File: config.mk
export PLATFORM = sky130hd
export DESIGN_NAME = fir_fold_scheduler
export DESIGN_NICKNAME = d
export VERILOG_FILES = /design/src/rtl/fir_fold_scheduler_pkg.sv /design/src/rtl/fir_fold_scheduler_tap_counter.sv /design/src/rtl/fir_fold_scheduler.sv
export SDC_FILE = /design/constraint.sdc
export NUM_CORES = 1
export LEC_CHECK = 0
export ABC_AREA = 1
export BUFFER_PORTS_ARGS = -buffer_cell sky130_fd_sc_hd__buf_2
export CAP_MARGIN = 20
export CORE_MARGIN = 3
export CORE_UTILIZATION = 55
export DETAILED_ROUTE_END_ITERATION = 7
export GPL_ROUTABILITY_DRIVEN = 0
export PLACE_DENSITY = 0.74
export SLEW_MARGIN = 10
export SYNTH_ARGS = -nofsm -noshare
export SYNTH_HDL_FRONTEND = slang
export SYNTH_SLANG_ARGS = --single-unit
export TNS_END_PERCENT = 1
File: constraint.sdc
create_clock -name CLK -period 2.08 [get_ports CLK]
set_clock_uncertainty 0.1 [all_clocks]
set_input_delay 0.416 -clock CLK [delete_from_list [all_inputs] [get_ports CLK]]
set_output_delay 0.416 -clock CLK [all_outputs]
set_load 0.005 [all_outputs]
File: src/rtl/fir_fold_scheduler_pkg.sv
// Shared definitions for the folded FIR sequencer: state encoding and width helpers.
package fir_fold_scheduler_pkg;

  // One-hot state encoding; any other pattern is treated as illegal and recovers to S_CLEAR.
  typedef enum logic [4:0] {
    S_CLEAR = 5'b00001,
    S_IDLE  = 5'b00010,
    S_ISSUE = 5'b00100,
    S_DRAIN = 5'b01000,
    S_OUT   = 5'b10000
  } state_t;

  // Ceiling log2, usable in constant expressions.
  function automatic int clog2(input int value);
    int result;
    int v;
    result = 0;
    v = value - 1;
    while (v > 0) begin
      result = result + 1;
      v = v >> 1;
    end
    return result;
  endfunction

  // Address width for a table of the given depth, never narrower than one bit.
  function automatic int addr_width(input int depth);
    return (depth > 1) ? clog2(depth) : 1;
  endfunction

endpackage

File: src/rtl/fir_fold_scheduler_tap_counter.sv
// Modulo-N up-counter used for the tap index and the history write pointer.
module fir_tap_counter
  import fir_fold_scheduler_pkg::*;
#(
  parameter int N  = 3,
  parameter int AW = addr_width(N)
) (
  input  logic          CLK,
  input  logic          RST,
  input  logic          clr,
  input  logic          en,
  output logic [AW-1:0] cnt,
  output logic          last
);

  assign last = (cnt == AW'(N - 1));

  // Count up on enable and wrap after N-1, so the value never reaches N.
  always_ff @(posedge CLK or posedge RST) begin
    if (RST) begin
      cnt <= '0;
    end else if (clr) begin
      cnt <= '0;
    end else if (en) begin
      cnt <= last ? '0 : cnt + AW'(1);
    end
  end

endmodule

File: src/rtl/fir_fold_scheduler.sv
// Control sequencer for a folded single-MAC FIR: clears the sample history, accepts one
// sample at a time, issues all taps serially, waits for the MAC pipeline and hands off y.
module fir_fold_scheduler
  import fir_fold_scheduler_pkg::*;
#(
  parameter int TAPSIZE = 3,
  parameter int MUL_LAT = 1,
  parameter int ADD_LAT = 1,
  localparam int AW = addr_width(TAPSIZE)
) (
  input  logic          CLK,
  input  logic          RST,
  input  logic          in_valid,
  output logic          in_ready,
  output logic          hist_wr,
  output logic          hist_zero,
  output logic [AW-1:0] hist_addr,
  output logic [AW-1:0] coef_addr,
  output logic          mul_en,
  output logic          acc_clr,
  output logic          acc_en,
  output logic          out_valid,
  input  logic          out_ready,
  output logic          busy
);

  localparam int DRAIN_LEN = MUL_LAT + ADD_LAT;
  localparam int DW        = addr_width(DRAIN_LEN + 1);

  state_t state;
  state_t state_next;

  logic [AW-1:0] k;
  logic [AW-1:0] wr_ptr;
  logic [AW-1:0] newest;
  logic [AW-1:0] tap_addr;
  logic          k_last;
  logic          wr_last;
  logic          k_clr;
  logic          k_en;
  logic          transfer;
  logic [DW-1:0] drain_cnt;
  logic [MUL_LAT-1:0] en_pipe;
  logic [MUL_LAT-1:0] clr_pipe;

  logic          run;
  logic          in_ready_raw;
  logic          hist_wr_raw;
  logic          hist_zero_raw;
  logic [AW-1:0] hist_addr_raw;
  logic [AW-1:0] coef_addr_raw;
  logic          mul_en_raw;
  logic          out_valid_raw;

  fir_tap_counter #(.N(TAPSIZE), .AW(AW)) u_k_counter (
    .CLK  (CLK),
    .RST  (RST),
    .clr  (k_clr),
    .en   (k_en),
    .cnt  (k),
    .last (k_last)
  );

  fir_tap_counter #(.N(TAPSIZE), .AW(AW)) u_wr_counter (
    .CLK  (CLK),
    .RST  (RST),
    .clr  (1'b0),
    .en   (transfer),
    .cnt  (wr_ptr),
    .last (wr_last)
  );

  // Oldest taps sit behind the newest sample; wrap by adding TAPSIZE so any depth works.
  assign tap_addr = (newest >= k) ? (newest - k) : (newest + AW'(TAPSIZE) - k);

  // State register; reset always restarts with a full history clear.
  always_ff @(posedge CLK or posedge RST) begin
    if (RST) begin
      state <= S_CLEAR;
    end else begin
      state <= state_next;
    end
  end

  // Next-state and strobe decode for each phase of a sample's life.
  always_comb begin
    state_next    = state;
    in_ready_raw  = 1'b0;
    hist_wr_raw   = 1'b0;
    hist_zero_raw = 1'b0;
    hist_addr_raw = '0;
    coef_addr_raw = '0;
    mul_en_raw    = 1'b0;
    out_valid_raw = 1'b0;
    transfer      = 1'b0;
    k_clr         = 1'b0;
    k_en          = 1'b0;
    case (state)
      S_CLEAR: begin
        hist_wr_raw   = 1'b1;
        hist_zero_raw = 1'b1;
        hist_addr_raw = k;
        k_en          = 1'b1;
        if (k_last) state_next = S_IDLE;
      end
      S_IDLE: begin
        in_ready_raw  = 1'b1;
        hist_addr_raw = wr_ptr;
        if (in_valid) begin
          transfer    = 1'b1;
          hist_wr_raw = 1'b1;
          k_clr       = 1'b1;
          state_next  = S_ISSUE;
        end
      end
      S_ISSUE: begin
        mul_en_raw    = 1'b1;
        coef_addr_raw = k;
        hist_addr_raw = tap_addr;
        k_en          = 1'b1;
        if (k_last) state_next = S_DRAIN;
      end
      S_DRAIN: begin
        if (drain_cnt == '0) state_next = S_OUT;
      end
      S_OUT: begin
        out_valid_raw = 1'b1;
        if (out_ready) state_next = S_IDLE;
      end
      default: begin
        k_clr      = 1'b1;
        state_next = S_CLEAR;
      end
    endcase
  end

  // Remember which history slot holds the sample being filtered.
  always_ff @(posedge CLK or posedge RST) begin
    if (RST) begin
      newest <= '0;
    end else if (transfer) begin
      newest <= wr_ptr;
    end
  end

  // Hold in DRAIN long enough for the last product to pass the multiplier and adder.
  always_ff @(posedge CLK or posedge RST) begin
    if (RST) begin
      drain_cnt <= '0;
    end else if (state == S_ISSUE && k_last) begin
      drain_cnt <= DW'(DRAIN_LEN - 1);
    end else if (state == S_DRAIN && drain_cnt != '0) begin
      drain_cnt <= drain_cnt - DW'(1);
    end
  end

  // Delay the issue strobe and first-tap flag to line up with the multiplier output.
  always_ff @(posedge CLK or posedge RST) begin
    if (RST) begin
      en_pipe  <= '0;
      clr_pipe <= '0;
    end else begin
      en_pipe[0]  <= mul_en_raw;
      clr_pipe[0] <= mul_en_raw & (k == '0);
      for (int i = 1; i < MUL_LAT; i++) begin
        en_pipe[i]  <= en_pipe[i-1];
        clr_pipe[i] <= clr_pipe[i-1];
      end
    end
  end

  // Outputs are forced low while reset is held so an abort silences the datapath at once.
  assign run       = ~RST;
  assign in_ready  = in_ready_raw & run;
  assign hist_wr   = hist_wr_raw & run;
  assign hist_zero = hist_zero_raw & run;
  assign hist_addr = hist_addr_raw & {AW{run}};
  assign coef_addr = coef_addr_raw & {AW{run}};
  assign mul_en    = mul_en_raw & run;
  assign acc_en    = en_pipe[MUL_LAT-1] & run;
  assign acc_clr   = clr_pipe[MUL_LAT-1] & en_pipe[MUL_LAT-1] & run;
  assign out_valid = out_valid_raw & run;
  assign busy      = (state != S_IDLE) & run;

endmodule

==> impl_metrics.toml, run 1 <==
[detailed_routing]
drtAntennaViolNets = 0
dr.pass1.iters = 6
routedWlPerCell_um = 13.4
drcViolationCount = 0
vias_per_cell = 5.23
wirelength_um = 2370
drtIter0Drc = 45
num_vias = 925

[synthesis]
synthMuxAreaShare_pct = 0
yosysUniqueCellTypes = 28
synth_area_mm2 = 0.00102
synth_top_family_by_area = "simple AND/OR/NAND/NOR gates"
synth-adder-area-share_pct = 6.85
syn_nets = 138
synth_compound_area_share_pct = 7.46
yosysWarningCount = 0
syn-instance-count = 129
synth-seq-cells = 15
yosysSeqAreaShare_pct = 36.8
synth_xor_area_share_pct = 0.856
synth-simple-area-share_pct = 38.5
syn_area_per_cell_um2 = 7.93

[place]
portBuffers = 15
post-place-ws_ns = -0.0212
dp.cells = 169
dp_hpwl_um = 1600

[power_and_ir_drop]
leakagePower_nw = 0.638
vdd_drop_max_mv = 0.996
powerDensity_mw_per_mm2 = 1220

[die]
initial_core_util_pct = 62.8
die_h_um = 49.1
die_x_um = 49.1
core-area_mm2 = 0.00163
die_area_mm2 = 0.00241
rows = 14
ios = 16

[final_layout]
final_core_util_pct = 77.1
area_growth_pct = 22.7
drive_gt1_share_pct = 41.8
diodes = 0
instances_no_fill = 177
final_nets = 163

[setup_path]
crit_arrival_ns = 1.77
crit_path_end_kind = "output port"
start_kind = "register"
crit_chain = "buf_4, inv_4, ha_4, a21oi_2, inv_1, nand2_1, nand3_2, a21oi_2, buf_2"
crit_slowest_cell = "dfrtp_1"
cp.required_ns = 1.56
cp_max_fo = 4
critPathKind = "register to output port"
slowest_delay_ns = 0.43
crit_top_cell = "a21oi_2"

[flow_run]
maxCapViolCount = 0

[clocking]
cts_root_buf = "clkbuf_4"
cts_tree = "built"
clockBufferDepth = 2
clkLatencyLatePin_ns = 0.28
path_clk_slew_ns = 0.09
cts_buffers = 3
cts-hold-fix-buffers = 0
cts_max_level = 1
clock_sinks = 15

[global_route]
grt_pass1_wl_um = 4070
top_usage_layer = "met2"
grt-ovfl-total = 0
grt_max_degree = 16
grt_antenna_before_repair = 0
grt_util_met3_pct = 5.20
use_met1_pct = 26.9
grt_use_total_pct = 21.8
grt_pass1_vias = 930
grtUsageMet2_pct = 36.6

[sta]
tightest_slew_ns = 0.557
setup_tns_ns = -0.401
finalCritPeriodShare_pct = 110
min_period_ns = 2.29
rsz0062_at_grt = "yes"
fmax_mhz = 437
setup_viol = 2
finalHoldViolations = 0
hold_ws_ns = 0.192
slew_headroom_pct = 62.8
slew_viol_final = 0
setup_ws_ns = -0.208

[outcome]
outcome = "finished, violations left"
violations = "negative setup slack"

[hold_path]
hp-class = "input port to async pin"
-- path summary, 6_finish.rpt --
path / startpoint / end / slack (ns) / depth (start not counted)
min in group CLK: out_ready / state[4]$_DFFE_PP0P_ / 0.33 / 4
worst max register to register: state[0]$_DFFE_PP1P_ / u_k_counter.cnt[1]$_DFFE_PP0P_ / 0.52 / 8
worst max-delay path: u_k_counter.cnt[0]$_DFFE_PP0P_ / hist_addr[1] / -0.21 / 9
worst min register to register: drain_cnt[0]$_DFFE_PP0P_ / drain_cnt[0]$_DFFE_PP0P_ / 0.42 / 2
worst min-delay path: RST / clr_pipe$_DFF_PP0_ / 0.19 / 2
max in group asynchronous: RST / state[3]$_DFFE_PP0P_ / 1.29 / 2
-- power breakdown --
| group | leakage [nW] | internal [W] | total [W] | switching, W |
|---|---|---|---|---|
| combinational | 0.429 | 0.000369 | 0.000891 | 0.000523 |
| clock | 0.0177 | 0.0000713 | 0.000163 | 0.0000918 |
| sequential | 0.191 | 0.000381 | 0.000482 | 0.000100 |
| total | 0.638 | 0.000821 | 0.00154 | 0.000715 |
-- stage by stage --
step	area, um^2	total power (W)
after floorplan	1020	0.000993
after global placement	1140	0.00114
after detailed placement	1140	0.00117
after CTS	1250	0.00147
after global routing	1260	0.00166
final	1260	0.00154
-- placed cells by master (no fill, tap or decap) --
cell type  Yosys  layout
a21oi_1        3       2
o21ai_0        3       3
nor2_1        16      16
a21oi_2        2       3
ha_1           4       1
o21ai_1        3       3
buf_4          0       6
nand2_1       18      18
nor2_4         3       3
nand3b_1       1       1
nand3_2        1       2
o21a_1         1       1
fa_2           0       1
clkbuf_4       0       3
nor3_2         0       1
nor3_1         5       4
xnor2_1        1       1
nand4_1        4       4
dfrtp_2        0       2
nand3_4        1       1
dfstp_2        1       1
nor2_2         7       7
nor2_8         1       1
inv_1         21      17
nand2_2        4       4
o22ai_1        1       1
inv_2          3       6
dfrtp_1       14      12
inv_4          0       1
clkinv_1       1       1
nand2_4        3       3
clkinv_2       0       1
buf_2          0      15
nand3_1        5       4
ha_4           0       3
-- flip-flops by register name, indices dropped and copies added, names as in the netlist --
register,count
clr_pipe,1
drain_cnt,2
en_pipe,1
newest,2
state,5
u_k_counter.cnt,2
u_wr_counter.cnt,2
-- layout make-up --
type / count / area (um^2)
multi-input cells: 88 / 603
flip-flops and latches: 15 / 379
fillers: 123 / 373
repair buffers: 21 / 120
inverters: 25 / 96.3
well taps: 24 / 30.0
clock buffers: 3 / 22.5
clock inverters: 1 / 5.00
-- routing by layer --
metal / routed length (um) / share of wire (%)
met4: 85 / 3.6
met3: 167 / 7.0
met5: 0 / 0
met2: 1110 / 47
met1: 1010 / 43
-- cell usage after synthesis, drive strengths merged --
master / count / area (um^2)
nand2: 25 / 126
fa: 1 / 20.0
xnor2: 1 / 8.76
o21ai: 6 / 30.0
o21a: 1 / 7.51
nand4: 4 / 25.0
inv: 24 / 90.1
clkinv: 1 / 3.75
dfstp: 1 / 26.3
nand3: 7 / 52.6
buf: 1 / 3.75
o22ai: 1 / 6.26
ha: 4 / 50.1
nand3b: 1 / 7.51
nor3: 5 / 25.0
nor2: 27 / 158
a21oi: 5 / 32.5
dfrtp: 14 / 350
-- critical path, delay by kind of cell, from the launching register on --
family | cells | cell delay (ns)
flip-flops | 1 | 0.43
buffers and inverters | 4 | 0.40
AO/OA/AOI/OAI | 2 | 0.27
adder cells (fa/ha/maj) | 1 | 0.21
AND/OR/NAND/NOR | 2 | 0.18
-- logic make-up after synthesis --
kind of cell             after synthesis
buffers and inverters                 26
adder cells (fa/ha/maj)                5
XOR/XNOR                               1
flip-flops                            15
AO/OA/AOI/OAI                         13
AND/OR/NAND/NOR                       69
-- what timing repair did --
| action | 4_1_cts | 5_1_grt |
|---|---|---|
| buffers inserted | 4 | 0 |
| gates resized for setup | 13 | 2 |
| setup endpoints to repair | 2 | 3 |
| pin swaps | 6 | 2 |
No activity file was read; power rests on OpenSTA's default activity.
==> run 2: changes to the inputs <==
--- a/config.mk
+++ b/config.mk
@@ -8,11 +8,14 @@
 export ABC_AREA = 1
 export BUFFER_PORTS_ARGS = -buffer_cell sky130_fd_sc_hd__buf_2
 export CAP_MARGIN = 20
+export CELL_PAD_IN_SITES_DETAIL_PLACEMENT = 1
+export CELL_PAD_IN_SITES_GLOBAL_PLACEMENT = 1
 export CORE_MARGIN = 3
-export CORE_UTILIZATION = 55
+export CORE_UTILIZATION = 40
 export DETAILED_ROUTE_END_ITERATION = 7
 export GPL_ROUTABILITY_DRIVEN = 0
-export PLACE_DENSITY = 0.74
+export PLACE_DENSITY = 0.73
+export SETUP_SLACK_MARGIN = 0.15
 export SLEW_MARGIN = 10
 export SYNTH_ARGS = -nofsm -noshare
 export SYNTH_HDL_FRONTEND = slang
==> impl_metrics.toml, run 2 (synthesis gave the netlist of run 1 again) <==
[clocking]
clock_sinks = 15
cts_max_level = 1
clockBufferDepth = 2
clkLatencyLatePin_ns = 0.29
cts_tree = "built"
cts_root_buf = "clkbuf_4"
path_clk_slew_ns = 0.10
cts_buffers = 3

[power_and_ir_drop]
powerDensity_mw_per_mm2 = 1220
combPwrFrac_pct = 56.7
vdd_drop_max_mv = 0.890
pwr-share-clk_pct = 11.8
totalPowerFinal_w = 0.00152
p_switching_w = 0.000720
leakagePower_nw = 0.628
p_seq_share_pct = 31.6
internal-power_w = 0.000800
swShare_pct = 47.4

[outcome]
outcome = "finished, violations left"
violations = "negative setup slack"

[sta]
slew_headroom_pct = 61.9
setup_ws_ns = -0.195
fmax_mhz = 440
slew_viol_final = 0
rsz0062_at_grt = "yes"
setup_tns_ns = -0.368
finalCritPeriodShare_pct = 109
tightest_slew_ns = 0.571
setup_viol = 2
min_period_ns = 2.27
finalHoldViolations = 0

[die]
core-area_mm2 = 0.00232
initial_core_util_pct = 44.1
die_area_mm2 = 0.00320
die_x_um = 56.6
rows = 17
ios = 16
die_h_um = 56.6

[global_route]
use_met1_pct = 22.0
grt_use_total_pct = 19.5
grtUsageMet2_pct = 36.8
grt_antenna_before_repair = 0
top_usage_layer = "met2"
grt-ovfl-total = 0
grt_pass1_wl_um = 4800
grt_pass1_vias = 1011
grt_util_met3_pct = 1.61
grt_max_degree = 16

[setup_path]
start_kind = "register"
worstSetupStartpoint = "newest[0]$_DFFE_PP0P_"
worst-path-buf-inv = 3
crit_path_end_kind = "output port"
crit_arrival_ns = 1.76
critPathKind = "register to output port"
crit_chain = "inv_2, ha_4, fa_2, inv_2, o21a_1, nor3_2, nor2_1, nor2_1, buf_2"
timing.rr.start = "state[0]$_DFFE_PP1P_"
cp_max_fo = 3
crit_slowest_cell = "dfrtp_1"
cp.required_ns = 1.56
cp_top_family = "adder cells"
slowest_delay_ns = 0.39

[place]
dp_hpwl_um = 1990
place_area_mm2 = 0.00114
post-place-ws_ns = 0.0320
portBuffers = 15

[detailed_routing]
routedWlPerCell_um = 15.2
vias_per_cell = 5.04
wirelength_um = 2720
drcViolationCount = 0
drtIter0Drc = 19
dr.pass1.iters = 4
num_vias = 902
drtAntennaViolNets = 0

[final_layout]
area_growth_pct = 21.5
top_register = "state"
fillers = 296
stdcell_area_mm2 = 0.00124
layout_common_cells = "19 x inv_1, 18 x nand2_1, 16 x nor2_1"
final_nets = 161
drive_gt1_share_pct = 39.7
final_core_util_pct = 53.6
layout_commonest_cell = "inv_1"
largest_reg_flops = 5
diodes = 0

[flow_run]
maxCapViolCount = 0

[hold_path]
hp-class = "input port to async pin"
[run 2: worst register-to-register path, cell delays in order, from the launching register on]
cell     delay (ns)
dfstp_2        0.59
inv_2          0.06
nor2_2         0.09
nand3_2        0.18
nand2_1        0.16
nor2_1         0.07
nand2_2        0.07
nand2_2        0.07
nor2_2         0.12
[run 2: power by group through the flow]
stage / Clock [W] / Combinational, W / Sequential [W]
3_3_place_gp: 0 / 0.000688 / 0.000468
5_1_grt: 0.000195 / 0.000964 / 0.000493
3_5_place_dp: 0 / 0.000729 / 0.000475
2_1_floorplan: 0 / 0.000533 / 0.000460
6_report: 0.000179 / 0.000861 / 0.000480
4_1_cts: 0.000177 / 0.000845 / 0.000477
[run 2: final timing paths]
check	to	slack [ns]	depth (start not counted)
min reg2reg	drain_cnt[0]$_DFFE_PP0P_	0.43	2
max	hist_addr[0]	-0.19	9
min	en_pipe$_DFF_PP0_	0.17	2
min in group CLK	state[4]$_DFFE_PP0P_	0.31	4
max in group asynchronous	u_k_counter.cnt[1]$_DFFE_PP0P_	1.30	2
max reg2reg	u_k_counter.cnt[1]$_DFFE_PP0P_	0.52	8
[run 2: per-stage QoR]
step	hold slack, ns	cells
after floorplan	0.365	129
after global placement	0.385	173
after detailed placement	0.411	173
after CTS	0.209	179
after global routing	0.233	179
final	0.173	179
[run 2: layout make-up]
type	instances	area, um^2	area share (%)
clock buffers	3	22.5	1.81
clock inverters	1	5.00	0.402
inverters	25	93.8	7.55
multi-input cells	88	603	48.5
flip-flops and latches	15	379	30.5
well taps	28	35.0	2.82
repair buffers	19	105	8.45
[run 2: layer usage]
metal,up-vias,wire (um)
met2,18,1450
met3,7,78
met1,431,1140
met4,0,57
met5,-,0
li1,446,-
[run 2: what timing repair did]
item / in CTS / in global routing
setup buffers: 2 / 0
hold buffers: 0 / 0
hold endpoints to repair: 0 / 0
pin swaps: 4 / 2
resized for setup: 12 / 0
endpoints found under the setup margin: 5 / 8
==> run 3: changes to the inputs <==
--- a/config.mk
+++ b/config.mk
@@ -11,10 +11,10 @@
 export CELL_PAD_IN_SITES_DETAIL_PLACEMENT = 1
 export CELL_PAD_IN_SITES_GLOBAL_PLACEMENT = 1
 export CORE_MARGIN = 3
-export CORE_UTILIZATION = 40
+export CORE_UTILIZATION = 43
 export DETAILED_ROUTE_END_ITERATION = 7
 export GPL_ROUTABILITY_DRIVEN = 0
-export PLACE_DENSITY = 0.73
+export PLACE_DENSITY = 0.78
 export SETUP_SLACK_MARGIN = 0.15
 export SLEW_MARGIN = 10
 export SYNTH_ARGS = -nofsm -noshare
==> constraint.sdc (replaced) <==
create_clock -name CLK -period 2.9 [get_ports CLK]
set_clock_uncertainty 0.1 [all_clocks]
set_input_delay 0.58 -clock CLK [delete_from_list [all_inputs] [get_ports CLK]]
set_output_delay 0.58 -clock CLK [all_outputs]
set_load 0.005 [all_outputs]
==> impl_metrics.toml, run 3 (synthesis gave the netlist of run 1 again) <==
[final_layout]
stdcell_area_mm2 = 0.00117
top_register = "state"
largest_reg_flops = 5
layout_commonest_cell = "inv_1"
final_nets = 159
layout_common_cells = "21 x inv_1, 18 x nand2_1, 16 x nor2_1"
diodes = 0
area_growth_pct = 14.5
drive_gt1_share_pct = 31.5

[clocking]
cts_max_level = 1
clock_sinks = 15
cts_tree = "built"
clockBufferDepth = 2
cts_root_buf = "clkbuf_4"
clkLatencyLatePin_ns = 0.29
cts_buffers = 3
cts-hold-fix-buffers = 0
path_clk_slew_ns = 0.09

[setup_path]
start_kind = "register"
endpoint = "hist_addr[0]"
crit_arrival_ns = 1.92
timing.rr.end = "u_k_counter.cnt[0]$_DFFE_PP0P_"
worstSetupStartpoint = "u_k_counter.cnt[1]$_DFFE_PP0P_"
cp_max_fo = 5
crit_path_end_kind = "output port"
critPathKind = "register to output port"
cp.required_ns = 2.22
reg2reg_depth = 8
timing.rr.start = "state[0]$_DFFE_PP1P_"
setup.reg_to_reg.worst_slack_ns = 1.37

[sta]
rsz0062_at_grt = "no"
slew_viol_final = 0
min_period_ns = 2.60
setup_tns_ns = 0
setup_viol = 0
finalHoldViolations = 0
tightest_slew_ns = 0.576
finalCritPeriodShare_pct = 89.7
fmax_mhz = 385
slew_headroom_pct = 61.5

[global_route]
grt_pass1_wl_um = 4110
grt_pass1_vias = 896
grt_use_total_pct = 19.8
grt-ovfl-total = 0
grt_antenna_before_repair = 0
grt_max_degree = 16

[die]
die_area_mm2 = 0.00300
rows = 17
die_x_um = 54.8
ios = 16
die_h_um = 54.8
core-area_mm2 = 0.00223
initial_core_util_pct = 45.8

[place]
dp_hpwl_um = 1990
portBuffers = 15
place_area_mm2 = 0.00113

[detailed_routing]
dr.pass1.iters = 3
routedWlPerCell_um = 14.0
num_vias = 889
drtIter0Drc = 5
drtAntennaViolNets = 0
drcViolationCount = 0
vias_per_cell = 5.02
wirelength_um = 2490

[hold_path]
hp-class = "input port to async pin"

[flow_run]
maxCapViolCount = 0

[power_and_ir_drop]
vdd_drop_max_mv = 0.493
powerDensity_mw_per_mm2 = 839
leakagePower_nw = 0.619
totalPowerFinal_w = 0.000984

[outcome]
outcome = "completed"
-- run 3: changes by cell type in the layout (fill, tap and decap cells not counted), sizes merged --
cell,delta
clkinv,-1
buf,-2
clkbuf,+1
-- run 3: stage by stage --
| stage | hold slack, ns | utilization, % | instances | setup WS (ns) |
|---|---|---|---|---|
| floorplan | 0.365 | - | 129 | 0.815 |
| finish | 0.349 | 52.5 | 177 | 0.300 |
| detailed placement | 0.399 | 50.6 | 171 | 0.579 |
| global placement | 0.384 | 50.6 | 171 | 0.692 |
| global route | 0.417 | 52.5 | 177 | 0.144 |
| CTS | 0.369 | 51.8 | 175 | 0.245 |
-- run 3: worst min-delay path by stage --
stage | startpoint | end | slack (ns) | depth (start not counted)
final | RST | clr_pipe$_DFF_PP0_ | 0.35 | 2
after global routing | RST | clr_pipe$_DFF_PP0_ | 0.42 | 2
after CTS | RST | clr_pipe$_DFF_PP0_ | 0.37 | 2
after detailed placement | drain_cnt[0]$_DFFE_PP0P_ | drain_cnt[0]$_DFFE_PP0P_ | 0.40 | 2
after global placement | drain_cnt[0]$_DFFE_PP0P_ | drain_cnt[0]$_DFFE_PP0P_ | 0.38 | 2
after floorplan | drain_cnt[0]$_DFFE_PP0P_ | drain_cnt[0]$_DFFE_PP0P_ | 0.37 | 2
-- run 3: final cells by class --
class,instances,area (um^2)
Sequential cell,15,378
Timing Repair Buffer,17,90.1
Tap cell,28,35.0
Multi-Input combinational cell,88,549
Fill cell,295,1060
Inverter,25,93.8
Clock buffer,4,26.3
-- run 3: metal layers --
layer	share of wire [%]	global-route usage (%)	vias up	routed length [um]
li1	-	-	444	-
met1	45	23.4	425	1130
met4	1.3	7.47	0	32
met5	0	0	-	0
met2	50	35.8	16	1240
met3	3.4	2.45	4	85
-- run 3: timing repair --
item                                   4_1_cts  5_1_grt
gates resized for setup                      0        1
endpoints found under the hold margin        0        0
buffers inserted                             0        2
setup endpoints to repair                    0        1
-- run 3: report_power, final --
group	switching, W	total [W]	internal (W)
combinational	0.000328	0.000525	0.000197
clock	0.0000681	0.000122	0.0000535
sequential	0.0000644	0.000338	0.000273
-- run 3: worst max-delay path: stages, from the launching register on --
cell     delay (ns)
dfrtp_1        0.46
inv_1          0.15
ha_1           0.37
o21a_1         0.20
nor3_1         0.19
nor2_1         0.06
nor2_1         0.08
buf_2          0.12
